--- config.mk ---
export PLATFORM = sky130hd
export DESIGN_NAME = k_counter
export DESIGN_NICKNAME = d
export VERILOG_FILES = /design/src/rtl/k_counter.sv
export SDC_FILE = /design/constraint.sdc
export NUM_CORES = 1
export LEC_CHECK = 0
export ABC_AREA = 1
export CAP_MARGIN = 20
export CORE_MARGIN = 4
export CORE_UTILIZATION = 50
export DETAILED_ROUTE_END_ITERATION = 10
export HOLD_SLACK_MARGIN = 0.1
export PLACE_DENSITY_LB_ADDON = 0.08
export SLEW_MARGIN = 20
export SYNTH_ARGS = -nofsm -noshare
export SYNTH_HDL_FRONTEND = slang
export SYNTH_SLANG_ARGS = --single-unit
--- constraint.sdc ---
create_clock -name clk -period 2.7 [get_ports clk]
set_input_delay 0.81 -clock clk [delete_from_list [all_inputs] [get_ports clk]]
set_output_delay 0.81 -clock clk [all_outputs]
set_load 0.01 [all_outputs]
--- src/rtl/k_counter.sv ---
// Random-walk K-counter loop filter: two modulo-K counters integrate dn_up into carry/borrow pulses.
// Latency: carry/borrow are registered and high for the one cycle after the wrapping edge; net follows one edge later.
// Backpressure: none; en=0 freezes both counters, a modulus change clears them and costs one counting edge.
module k_counter #(
    parameter int KW = 17,
    parameter int NW = 8
) (
    input  logic                 clk,
    input  logic                 reset,
    input  logic                 en,
    input  logic                 dn_up,
    input  logic [3:0]           k_sel,
    output logic                 carry,
    output logic                 borrow,
    output logic signed [NW-1:0] net
);

    // Largest legal exponent offset: K = 2^(k_reg+3) must fit in KW bits.
    localparam logic [3:0] K_MAX = 4'(KW - 3);

    localparam logic signed [NW-1:0] NET_MAX = {1'b0, {(NW-1){1'b1}}};
    localparam logic signed [NW-1:0] NET_MIN = {1'b1, {(NW-1){1'b0}}};

    logic [KW-1:0] up_cnt;
    logic [KW-1:0] dn_cnt;
    logic [3:0]    k_reg;
    logic [3:0]    k_clamp;
    logic [KW-1:0] wrap_val;
    logic          up_wrap;
    logic          dn_wrap;

    // Clamp the requested modulus so K never exceeds the counter width.
    always_comb begin
        k_clamp = (k_sel > K_MAX) ? K_MAX : k_sel;
    end

    // K-1 is all-ones in the low k_reg+3 bits; upper counter bits are always
    // zero, so a full-width equality compare is exact.
    always_comb begin
        wrap_val = '0;
        for (int i = 0; i < KW; i++) begin
            wrap_val[i] = (i < (int'(k_reg) + 3));
        end
    end

    assign up_wrap = (up_cnt == wrap_val);
    assign dn_wrap = (dn_cnt == wrap_val);

    // Counter and pulse registers: modulus change > disable > up or down count.
    always_ff @(posedge clk or negedge reset) begin
        if (!reset) begin
            up_cnt <= '0;
            dn_cnt <= '0;
            k_reg  <= '0;
            carry  <= 1'b0;
            borrow <= 1'b0;
        end else if (k_clamp != k_reg) begin
            // New loop bandwidth: restart both integrators from zero.
            k_reg  <= k_clamp;
            up_cnt <= '0;
            dn_cnt <= '0;
            carry  <= 1'b0;
            borrow <= 1'b0;
        end else if (!en) begin
            carry  <= 1'b0;
            borrow <= 1'b0;
        end else if (!dn_up) begin
            borrow <= 1'b0;
            if (up_wrap) begin
                up_cnt <= '0;
                carry  <= 1'b1;
            end else begin
                up_cnt <= up_cnt + KW'(1);
                carry  <= 1'b0;
            end
        end else begin
            carry <= 1'b0;
            if (dn_wrap) begin
                dn_cnt <= '0;
                borrow <= 1'b1;
            end else begin
                dn_cnt <= dn_cnt + KW'(1);
                borrow <= 1'b0;
            end
        end
    end

    // Net correction monitor: counts registered pulses, saturating both ways,
    // and survives modulus changes.
    always_ff @(posedge clk or negedge reset) begin
        if (!reset) begin
            net <= '0;
        end else if (carry && (net != NET_MAX)) begin
            net <= net + NW'(1);
        end else if (borrow && (net != NET_MIN)) begin
            net <= net - NW'(1);
        end
    end

endmodule

==> key figures, run 1 <==
Floorplanning
  • Core Area: between 0.007 and 0.008 mm²
  • Total Die Area: approximately 0.0093 mm²
  • # IOs: 18
  • Initial cell density of the core: 0.5103
  • Die Y: 96.57 µm
  • Row cnt: 32
  • Die width: 96.57 µm

Yosys
  • Post-Syn Area: about 0.004 mm²
  • Top-count cell post-synth: nand2_1
  • Yosys warns: 0
  • Synthesized flop and latch total: 48
  • Post-synth ARST share: 1.000
  • Syn Inst Count: 550
  • Mean post-synth cell area: a little over 7 µm²
  • Area leader, netlist: dfrtp_1
  • Synth top cells by count: 168 x nand2_1, 51 x inv_1, 48 x dfrtp_1
  • Post-synth top area share: 0.3062
  • Area contributors post-synth: dfrtp_1 31%, nand2_1 16%, xor2_1 7.6%, nand3_1 5.9%, inv_1 4.9%
  • Netlist cell types: 38
  • Post-Syn Nets: between 500 and 600
  • Sequential share of the synthesized area: 0.3062
  • Ys flop type: dfrtp_1
  • EDFF count, synth: 0

Placement
  • GPL Wtd Cong: approximately 0.94
  • Post-DP HPWL: 7263 µm
  • Placed cell count: 664
  • PortBufs: 17

Cells and area
  • Area delta synth->final: 11.36%
  • Top Registers: dn_cnt x17, up_cnt x17, net x8
  • Non-filler cells, final: about 680
  • ANT cells: 0
  • Final nets: 592
  • Share of post-route cells with drive strength above 1: 0.1449

Clock network
  • Clock transition at the registers of the reported paths: 0.09 ns
  • Htree depth: 2
  • Clk Latency, worst-skew pair: 0.31 ns
  • CTS tree: done
  • Clock Path Buffers: 2
  • Total CTS buffers: 5
  • Clk Tree Root Cell: clkbuf_8
  • Hold-fix buffer count after cts: 0
  • Clk sinks: 48

Power and ir drop
  • Static leakage: just over 0.002 µW
  • Overall Power: ~1600 µW
  • Pwr Density: roughly 360 mW/mm²
  • VDD IR max: 226.0 µV

Timing
  • Final Max Slew Viols: 0
  • Max-slew headroom: 0.6092
  • Clk_skew: between 0.005 and 0.006 ns
  • RSZ-0062 raised after global routing: false
  • Final setup violation count: 0
  • Hold Vio Cnt, Final: 0
  • Worst hold margin: 0.4882 ns
  • Final period util: 0.9104
  • Setup TNS Final: 0 ns
  • F_max: slightly above 400 MHz
  • Worst slew pin tran: 0.5862 ns
  • Final Critical Period: 2.458 ns

Setup path
  • Crit path kind: register to register
  • Critical Path RT: between 2 and 3 ns
  • CP Capture Type: register
  • Worst path cell trace: inv_1 -> ha_1 -> inv_1 -> nand2_1 -> nand2_4 -> nand3_2 -> inv_2 -> nand2_1 -> nand2_1 -> nand2_1 -> nor3_1 -> nand2_1 -> nor2_4 -> nand2_4 -> nand3_1 -> nand2_1
  • Critical Path AT: around 2.7 ns
  • Most Frequent Cell on Critical Path: nand2_1
  • Startpoint type of the worst setup path: register
  • Worst path max stage delay: 0.39 ns
  • Worst-path fanout max: 13
  • Crit path max-delay cell type: dfrtp_1

Routing
  • Remaining DRCs: 0
  • Via density: approximately 5.3
  • Iteration-0 DRC Markers: around 180
  • First-pass DRT Iterations: 5
  • Drt wl/cell: ~14 µm
  • Post-Route WL: about 9500 µm
  • Vias: 3546
  • Routed Antenna Nets: 0

GRT
  • Tot GR Track Use: 0.2173
  • Initial antenna violation count: 0
  • Grt total ovfl: 0
  • First-pass GRT wire length: 16090 µm
  • Largest net degree at the start of global routing: 26
  • Vias in the first global route: 3264

Run status
  • Outcome: completed

Hold path
  • Hold crit path type: input port to asynchronous set/reset pin

Job
  • Max Cap Violations: 0
[metrics by stage]
| stage | worst slack (ns) | cell area, µm² | utilization |
|---|---|---|---|
| 2_1_floorplan | 0.1743 | 3923 | - |
| 3_3_place_gp | 0.1173 | 4215 | 0.5483 |
| 4_1_cts | 0.1533 | 4323 | 0.5623 |
| 5_1_grt | 0.02049 | 4368 | 0.5682 |
| 3_5_place_dp | 0.01666 | 4215 | 0.5483 |
| 6_report | 0.2419 | 4368 | 0.5682 |
[per-layer routing]
metal | GRT usage | vias up | part of all wire
li1 | - | 1821 | -
met1 | 0.3124 | 1630 | 0.48
met2 | 0.3408 | 81 | 0.46
met3 | 0.03176 | 14 | 0.039
met4 | 0.05724 | 0 | 0.016
met5 | 0 | - | 0
[repair_timing]
item,CTS,global route
hold endpoints to repair,0,0
setup endpoints to repair,0,29
resized for setup,0,4
buffers inserted,0,2
[cell type report]
| cell class | count | area, µm² |
|---|---|---|
| well taps | 102 | 127.6 |
| multi-input cells | 427 | 2406 |
| repair buffers | 30 | 300.3 |
| fillers | 783 | 3319 |
| clock inverters | 2 | 35.03 |
| inverters | 60 | 225.2 |
| flip-flops and latches | 48 | 1201 |
| clock buffers | 6 | 72.57 |
[placed cells by master, fill, tap and decap left out, types with 2 or more instances in the layout]
| cell | n |
|---|---|
| nand2_1 | 168 |
| inv_1 | 51 |
| dfrtp_1 | 48 |
| nand3_1 | 46 |
| nor2_1 | 36 |
| xor2_1 | 34 |
| o21ai_0 | 19 |
| nor3_1 | 17 |
| nand3_2 | 16 |
| clkdlybuf4s50_1 | 16 |
| nand4_1 | 13 |
| o21ai_2 | 11 |
| ha_1 | 11 |
| buf_4 | 10 |
| inv_2 | 9 |
| nand2_2 | 9 |
| a21oi_1 | 8 |
| nand2_4 | 6 |
| nor4_1 | 5 |
| clkbuf_8 | 5 |
| xnor2_1 | 4 |
| o21a_1 | 3 |
| buf_12 | 3 |
| a21oi_2 | 2 |
| o21ai_1 | 2 |
| nand3_4 | 2 |
| nand3b_1 | 2 |
| nor2_4 | 2 |
| or2_2 | 2 |
[cell families after synthesis]
family	count (synthesis)	synth area share
simple gates	329	0.4048
buf+inv	76	0.08804
flops	48	0.3062
compound gates	47	0.07592
xor+xnor	38	0.08485
fa+ha+maj	12	0.04019
[report_power, final]
| part | internal, µW | switching [µW] | leakage (µW) |
|---|---|---|---|
| clock network | 275 | 256 | 0.0000552 |
| logic | 109 | 193 | 0.00130 |
| registers | 727 | 14.5 | 0.000659 |
| total | 1110 | 463 | 0.00201 |
[worst paths after layout]
path	startpoint	end	slack (ns)	cells past startpoint
worst max register to register	k_reg[1]	up_cnt[0]	0.24	16
worst min register to register	up_cnt[5]	up_cnt[5]	0.54	2
worst min-delay path	reset	dn_cnt[15]	0.49	1
max in group asynchronous	reset	carry	1.67	2
min in group clk	up_cnt[5]	up_cnt[5]	0.54	2
worst max-delay path	k_reg[1]	up_cnt[0]	0.24	16
[critical path: cells and delay by family, from the launching register on]
| family | cells | cell delay [ns] |
|---|---|---|
| fa+ha+maj | 1 | 0.22 |
| buf+inv | 3 | 0.32 |
| flops | 1 | 0.39 |
| simple gates | 12 | 1.42 |
(Power assumes the default switching activity.)
==> run 2, diff against run 1 <==
--- a/config.mk
+++ b/config.mk
@@ -9,6 +9,7 @@
 export CAP_MARGIN = 20
 export CORE_MARGIN = 4
 export CORE_UTILIZATION = 50
+export CTS_BUF_LIST = sky130_fd_sc_hd__clkbuf_2 sky130_fd_sc_hd__clkbuf_4 sky130_fd_sc_hd__clkbuf_8
 export DETAILED_ROUTE_END_ITERATION = 10
 export HOLD_SLACK_MARGIN = 0.1
 export PLACE_DENSITY_LB_ADDON = 0.08
==> key figures, run 2 (synthesis gave the netlist of run 1 again) <==
Run status
  • Outcome: completed

Cells and area
  • Commonest non-fill, non-tap cells in the layout: 168 x nand2_1, 51 x inv_1, 48 x dfrtp_1
  • Share of post-route cells with drive strength above 1: 0.1469
  • Non-filler cells, final: between 600 and 700
  • Top Registers: dn_cnt x17, up_cnt x17, net x8
  • Area delta synth->final: 11.16%
  • Final nets: a little under 600
  • Final Core Density: 0.5672
  • ANT cells: 0
  • Most common cell after layout, fill and taps aside: nand2_1
  • # fillers: between 700 and 800

Setup path
  • CP Buf/Inv Count: 3
  • Family with the most delay on the worst path: simple AND/OR/NAND/NOR gates
  • Worst setup startpoint: k_reg[1]
  • Worst path max stage delay: a little over 0.4 ns
  • CP Capture Type: register
  • Most Frequent Cell on Critical Path: nand2_1
  • Worst-path fanout max: 17
  • Crit path max-delay cell type: dfrtp_1
  • R2R Path Start: k_reg[1]
  • Critical Path AT: about 2.7 ns
  • Crit path kind: register to register
  • Worst path cell trace: inv_1 -> ha_1 -> inv_1 -> nand2_1 -> nand2_4 -> inv_2 -> nand2_1 -> o21ai_1 -> nor2_1 -> nor2_1 -> nand2_1 -> nor2_4 -> nand2_4 -> nand3_1 -> nand2_1
  • Critical Path RT: between 2 and 3 ns
  • Startpoint type of the worst setup path: register

Floorplanning
  • Die width: approximately 97 µm
  • Initial cell density of the core: 0.5103
  • Row cnt: 32
  • Total Die Area: slightly above 0.009 mm²
  • Core Area: 0.007687 mm²
  • # IOs: 18
  • Die Y: just under 100 µm

Clock network
  • Htree depth: 2
  • Clock Path Buffers: 2
  • CTS tree: done
  • Clk sinks: 48
  • Clk Tree Root Cell: clkbuf_8
  • Clock transition at the registers of the reported paths: 0.09 ns
  • Clk Latency, worst-skew pair: 0.31 ns
  • Total CTS buffers: 5

Job
  • Max Cap Violations: 0

Hold path
  • Hold crit path type: input port to asynchronous set/reset pin

Placement
  • Setup WS pre-CTS: around 0.017 ns
  • GPL Wtd Cong: about 0.94
  • Placed cell count: approximately 660
  • Post-DP HPWL: 7263 µm
  • PortBufs: 17

Routing
  • Post-Route WL: ~9400 µm
  • Vias: 3548
  • Drt wl/cell: between 10 and 15 µm
  • Routed Antenna Nets: 0
  • Via density: roughly 5.3
  • First-pass DRT Iterations: 4
  • Remaining DRCs: 0
  • Iteration-0 DRC Markers: 219

Timing
  • Final Critical Period: roughly 2.4 ns
  • Worst slew pin tran: 0.5865 ns
  • Final period util: 0.9066
  • Max-slew headroom: 0.6090
  • Setup TNS Final: 0 ns
  • Final Max Slew Viols: 0
  • Final setup violation count: 0
  • RSZ-0062 raised after global routing: false
  • F_max: ~400 MHz
  • PnR worst setup slack: between 0.2 and 0.3 ns
  • Clk_skew: between 0.005 and 0.006 ns
  • Hold Vio Cnt, Final: 0

Power and ir drop
  • Pwr Density: roughly 360 mW/mm²
  • Static leakage: about 0.002 µW
  • Overall Power: between 1500 and 2000 µW
  • VDD IR max: approximately 230 µV

GRT
  • Initial antenna violation count: 0
  • Largest net degree at the start of global routing: 26
  • Tot GR Track Use: 0.2173
  • First-pass GRT wire length: 16090 µm
  • Vias in the first global route: between 3k and 4k
  • Grt total ovfl: 0
run 2: cell types whose count changed in the layout (fill, tap and decap cells not counted), sizes merged:
cell,change
nand2,-1
run 2: area by class of cell:
class                           instances  area [µm²]  area share
Tap cell                              102       127.6     0.02927
Clock inverter                          2       35.03    0.008034
Timing Repair Buffer                   30       300.3     0.06887
Clock buffer                            6       76.32     0.01750
Multi-Input combinational cell        426        2395      0.5492
Sequential cell                        48        1201      0.2755
Inverter                               60       225.2     0.05165
run 2: power by group:
group / internal (µW) / total, µW / switching [µW]
registers: 727 / 742 / 14.5
clock network: 285 / 543 / 258
logic: 109 / 302 / 193
total: 1120 / 1590 / 465
run 2: final timing paths:
path	endpoint	slack [ns]	depth (start not counted)
min in group clk	up_cnt[5]	0.53	2
setup / recovery	up_cnt[0]	0.25	15
setup reg to reg	up_cnt[0]	0.25	15
hold / removal	dn_cnt[15]	0.49	1
max in group asynchronous	carry	1.67	2
hold reg to reg	up_cnt[5]	0.53	2
run 2: timing repair:
| item | CTS | global route |
|---|---|---|
| hold buffers | 0 | 0 |
| setup buffers | 0 | 2 |
| gates resized for setup | 0 | 3 |
| setup endpoints to repair | 0 | 29 |
run 2: through the flow:
| step | cell area [µm²] | hold WS (ns) |
|---|---|---|
| 2_1_floorplan | 3923 | 0.4900 |
| 3_3_place_gp | 4215 | 0.5087 |
| 3_5_place_dp | 4215 | 0.5128 |
| 4_1_cts | 4327 | 0.5068 |
| 5_1_grt | 4360 | 0.5278 |
| 6_report | 4360 | 0.4857 |
run 2: per-layer routing:
| layer | track usage | vias to the layer above | routed length [µm] |
|---|---|---|---|
| li1 | - | 1821 | - |
| met2 | 0.3414 | 60 | 4384 |
| met4 | 0.05724 | 0 | 134 |
| met5 | 0 | - | 0 |
| met1 | 0.3119 | 1656 | 4540 |
| met3 | 0.03176 | 11 | 294 |
run 2: worst register-to-register path, delay by kind of cell, from the launching register on:
family / cells / cell delay (ns)
buffers and inverters: 3 / 0.32
adders and majority gates: 1 / 0.21
AOI/OAI and AO/OA: 1 / 0.29
and+or+nand+nor: 10 / 1.11
DFF: 1 / 0.41
==> run 3, diff against run 2 <==
--- a/config.mk
+++ b/config.mk
@@ -7,6 +7,7 @@
 export LEC_CHECK = 0
 export ABC_AREA = 1
 export CAP_MARGIN = 20
+export CORE_ASPECT_RATIO = 1.5
 export CORE_MARGIN = 4
 export CORE_UTILIZATION = 50
 export CTS_BUF_LIST = sky130_fd_sc_hd__clkbuf_2 sky130_fd_sc_hd__clkbuf_4 sky130_fd_sc_hd__clkbuf_8
==> key figures, run 3 (synthesis gave the netlist of run 1 again) <==
GRT
  • Initial antenna violation count: 0
  • Grt total ovfl: 0
  • Largest net degree at the start of global routing: ~50
  • Tot GR Track Use: 0.2259
  • Vias in the first global route: about 3.5k
  • First-pass GRT wire length: between 15000 and 20000 µm

Routing
  • Routed Antenna Nets: 0
  • Post-Route WL: 10260 µm
  • Drt wl/cell: between 15 and 20 µm
  • First-pass DRT Iterations: 4
  • Vias: between 3k and 4k
  • Iteration-0 DRC Markers: 175
  • Remaining DRCs: 0
  • Via density: 5.345

Timing
  • Hold Vio Cnt, Final: 0
  • RSZ-0062 raised after global routing: false
  • Final Critical Period: 2.514 ns
  • Worst slew pin tran: approximately 0.63 ns
  • Max-slew headroom: 0.5796
  • Final Max Slew Viols: 0
  • Final setup violation count: 0
  • Setup TNS Final: 0 ns
  • Clk_skew: a little over 0.007 ns
  • Final period util: 0.9312
  • F_max: 397.7 MHz

Power and ir drop
  • Clock power frac: 0.359
  • Static leakage: between 0.002 and 0.0025 µW
  • Pwr Density: ~370 mW/mm²
  • Seq pwr share: 0.453
  • NetSw: 477.9 µW
  • Switching Share: 0.2914
  • VDD IR max: between 200 and 300 µV
  • Combinational power share: 0.189
  • Pint: about 1200 µW

Floorplanning
  • Core Area: 0.007612 mm²
  • Total Die Area: a little over 0.009 mm²
  • # IOs: 18
  • Initial cell density of the core: 0.5153
  • Die width: about 80 µm
  • Die Y: 116.5 µm
  • Row cnt: 39

Cells and area
  • Most common cell after layout, fill and taps aside: nand2_1
  • Top Registers: dn_cnt x17, up_cnt x17, net x8
  • Share of post-route cells with drive strength above 1: 0.1589
  • Final nets: 598
  • Commonest non-fill, non-tap cells in the layout: 168 x nand2_1, 50 x inv_1, 48 x dfrtp_1
  • Final Core Density: 0.5814
  • Area delta synth->final: 12.82%
  • ANT cells: 0
  • # fillers: between 700 and 800

Run status
  • Outcome: completed

Job
  • Max Cap Violations: 0

Setup path
  • Startpoint type of the worst setup path: register
  • Worst path max stage delay: 0.39 ns
  • Family with the most delay on the worst path: simple AND/OR/NAND/NOR gates
  • CP Buf/Inv Count: 3
  • Crit path max-delay cell type: dfrtp_1
  • Most Frequent Cell on Critical Path: nand2_1
  • CP Capture Type: register
  • Worst path cell trace: inv_1 -> ha_1 -> inv_2 -> nand2_1 -> nand2_4 -> nand3_2 -> inv_2 -> nand2_1 -> nand2_1 -> nand2_1 -> nor3_1 -> nand2_1 -> nor2_4 -> nand2_4 -> nand3_1 -> nand2_1
  • Crit path kind: register to register
  • Critical Path AT: approximately 2.7 ns
  • Worst-path fanout max: 13
  • Critical Path RT: between 2 and 3 ns

Clock network
  • Clk Latency, worst-skew pair: around 0.32 ns
  • Clk Tree Root Cell: clkbuf_8
  • Clock Path Buffers: 2
  • Total CTS buffers: 5
  • Clk sinks: between 40 and 50
  • Hold-fix buffer count after cts: 0
  • Clock transition at the registers of the reported paths: 0.10 ns
  • Htree depth: 2
  • CTS tree: done

Placement
  • PortBufs: 17
  • Post-DP HPWL: between 7000 and 8000 µm
  • GPL Wtd Cong: ~0.9

Hold path
  • Hold crit path type: register to register
==> run 3: cell types whose count changed in the layout (fill, tap and decap cells not counted), moves of 2 or more <==
cell	before	now
buf_12	3	1
buf_4	10	15
clkbuf_8	5	7
nand2_4	5	7
==> run 3: area by class of cell <==
type,count,area (µm²),share of cell area
Multi-Input combinational cell,430,2447,0.5530
Inverter,60,225.2,0.05089
Sequential cell,48,1201,0.2714
Timing Repair Buffer,33,297.8,0.06729
Tap cell,102,127.6,0.02884
Clock buffer,7,96.34,0.02177
Clock inverter,1,30.03,0.006785
==> run 3: per-layer routing <==
layer,vias up,part of all wire,GRT usage
li1,1839,-,-
met1,1714,0.39,0.2401
met2,62,0.56,0.4248
met3,25,0.022,0.03549
met4,0,0.035,0.1116
met5,-,0,0
==> run 3: power groups by stage <==
stage | Combinational (µW) | Clock [µW] | Sequential, µW
after floorplan | 213 | 0 | 755
after global placement | 290 | 0 | 755
after detailed placement | 293 | 0 | 756
after CTS | 295 | 602 | 742
after global routing | 348 | 629 | 744
final | 309 | 588 | 742
==> run 3: path summary, 6_finish.rpt <==
| check | start | to | slack, ns | cells past startpoint |
|---|---|---|---|---|
| worst max-delay path | k_reg[1] | up_cnt[16] | 0.19 | 16 |
| worst min-delay path | up_cnt[13] | up_cnt[13] | 0.55 | 2 |
| worst max register to register | k_reg[1] | up_cnt[16] | 0.19 | 16 |
| worst min register to register | up_cnt[13] | up_cnt[13] | 0.55 | 2 |
| max in group asynchronous | reset | up_cnt[16] | 1.69 | 2 |
| min in group asynchronous | reset | net[4] | 0.59 | 2 |
==> run 3: per-stage QoR <==
stage / setup WS (ns) / std cells / hold slack (ns) / area (µm²) / total power [µW]
2_1_floorplan: 0.1743 / 550 / 0.4900 / 3923 / 968.0
3_3_place_gp: 0.1666 / 666 / 0.5140 / 4205 / 1045
3_5_place_dp: 0.04512 / 666 / 0.5155 / 4205 / 1049
4_1_cts: 0.1307 / 674 / 0.5416 / 4332 / 1638
5_1_grt: 0.01061 / 681 / 0.5924 / 4425 / 1721
6_report: 0.1857 / 681 / 0.5460 / 4425 / 1640
==> run 3: worst min-delay path: cells and delay by family, from the launching register on <==
| family | cells | cell delay [ns] |
|---|---|---|
| simple gates | 2 | 0.12 |
| flops | 1 | 0.40 |
==> run 3: timing repair <==
item / CTS / global route
resized for setup: 0 / 7
setup buffers: 0 / 3
setup endpoints to repair: 0 / 32
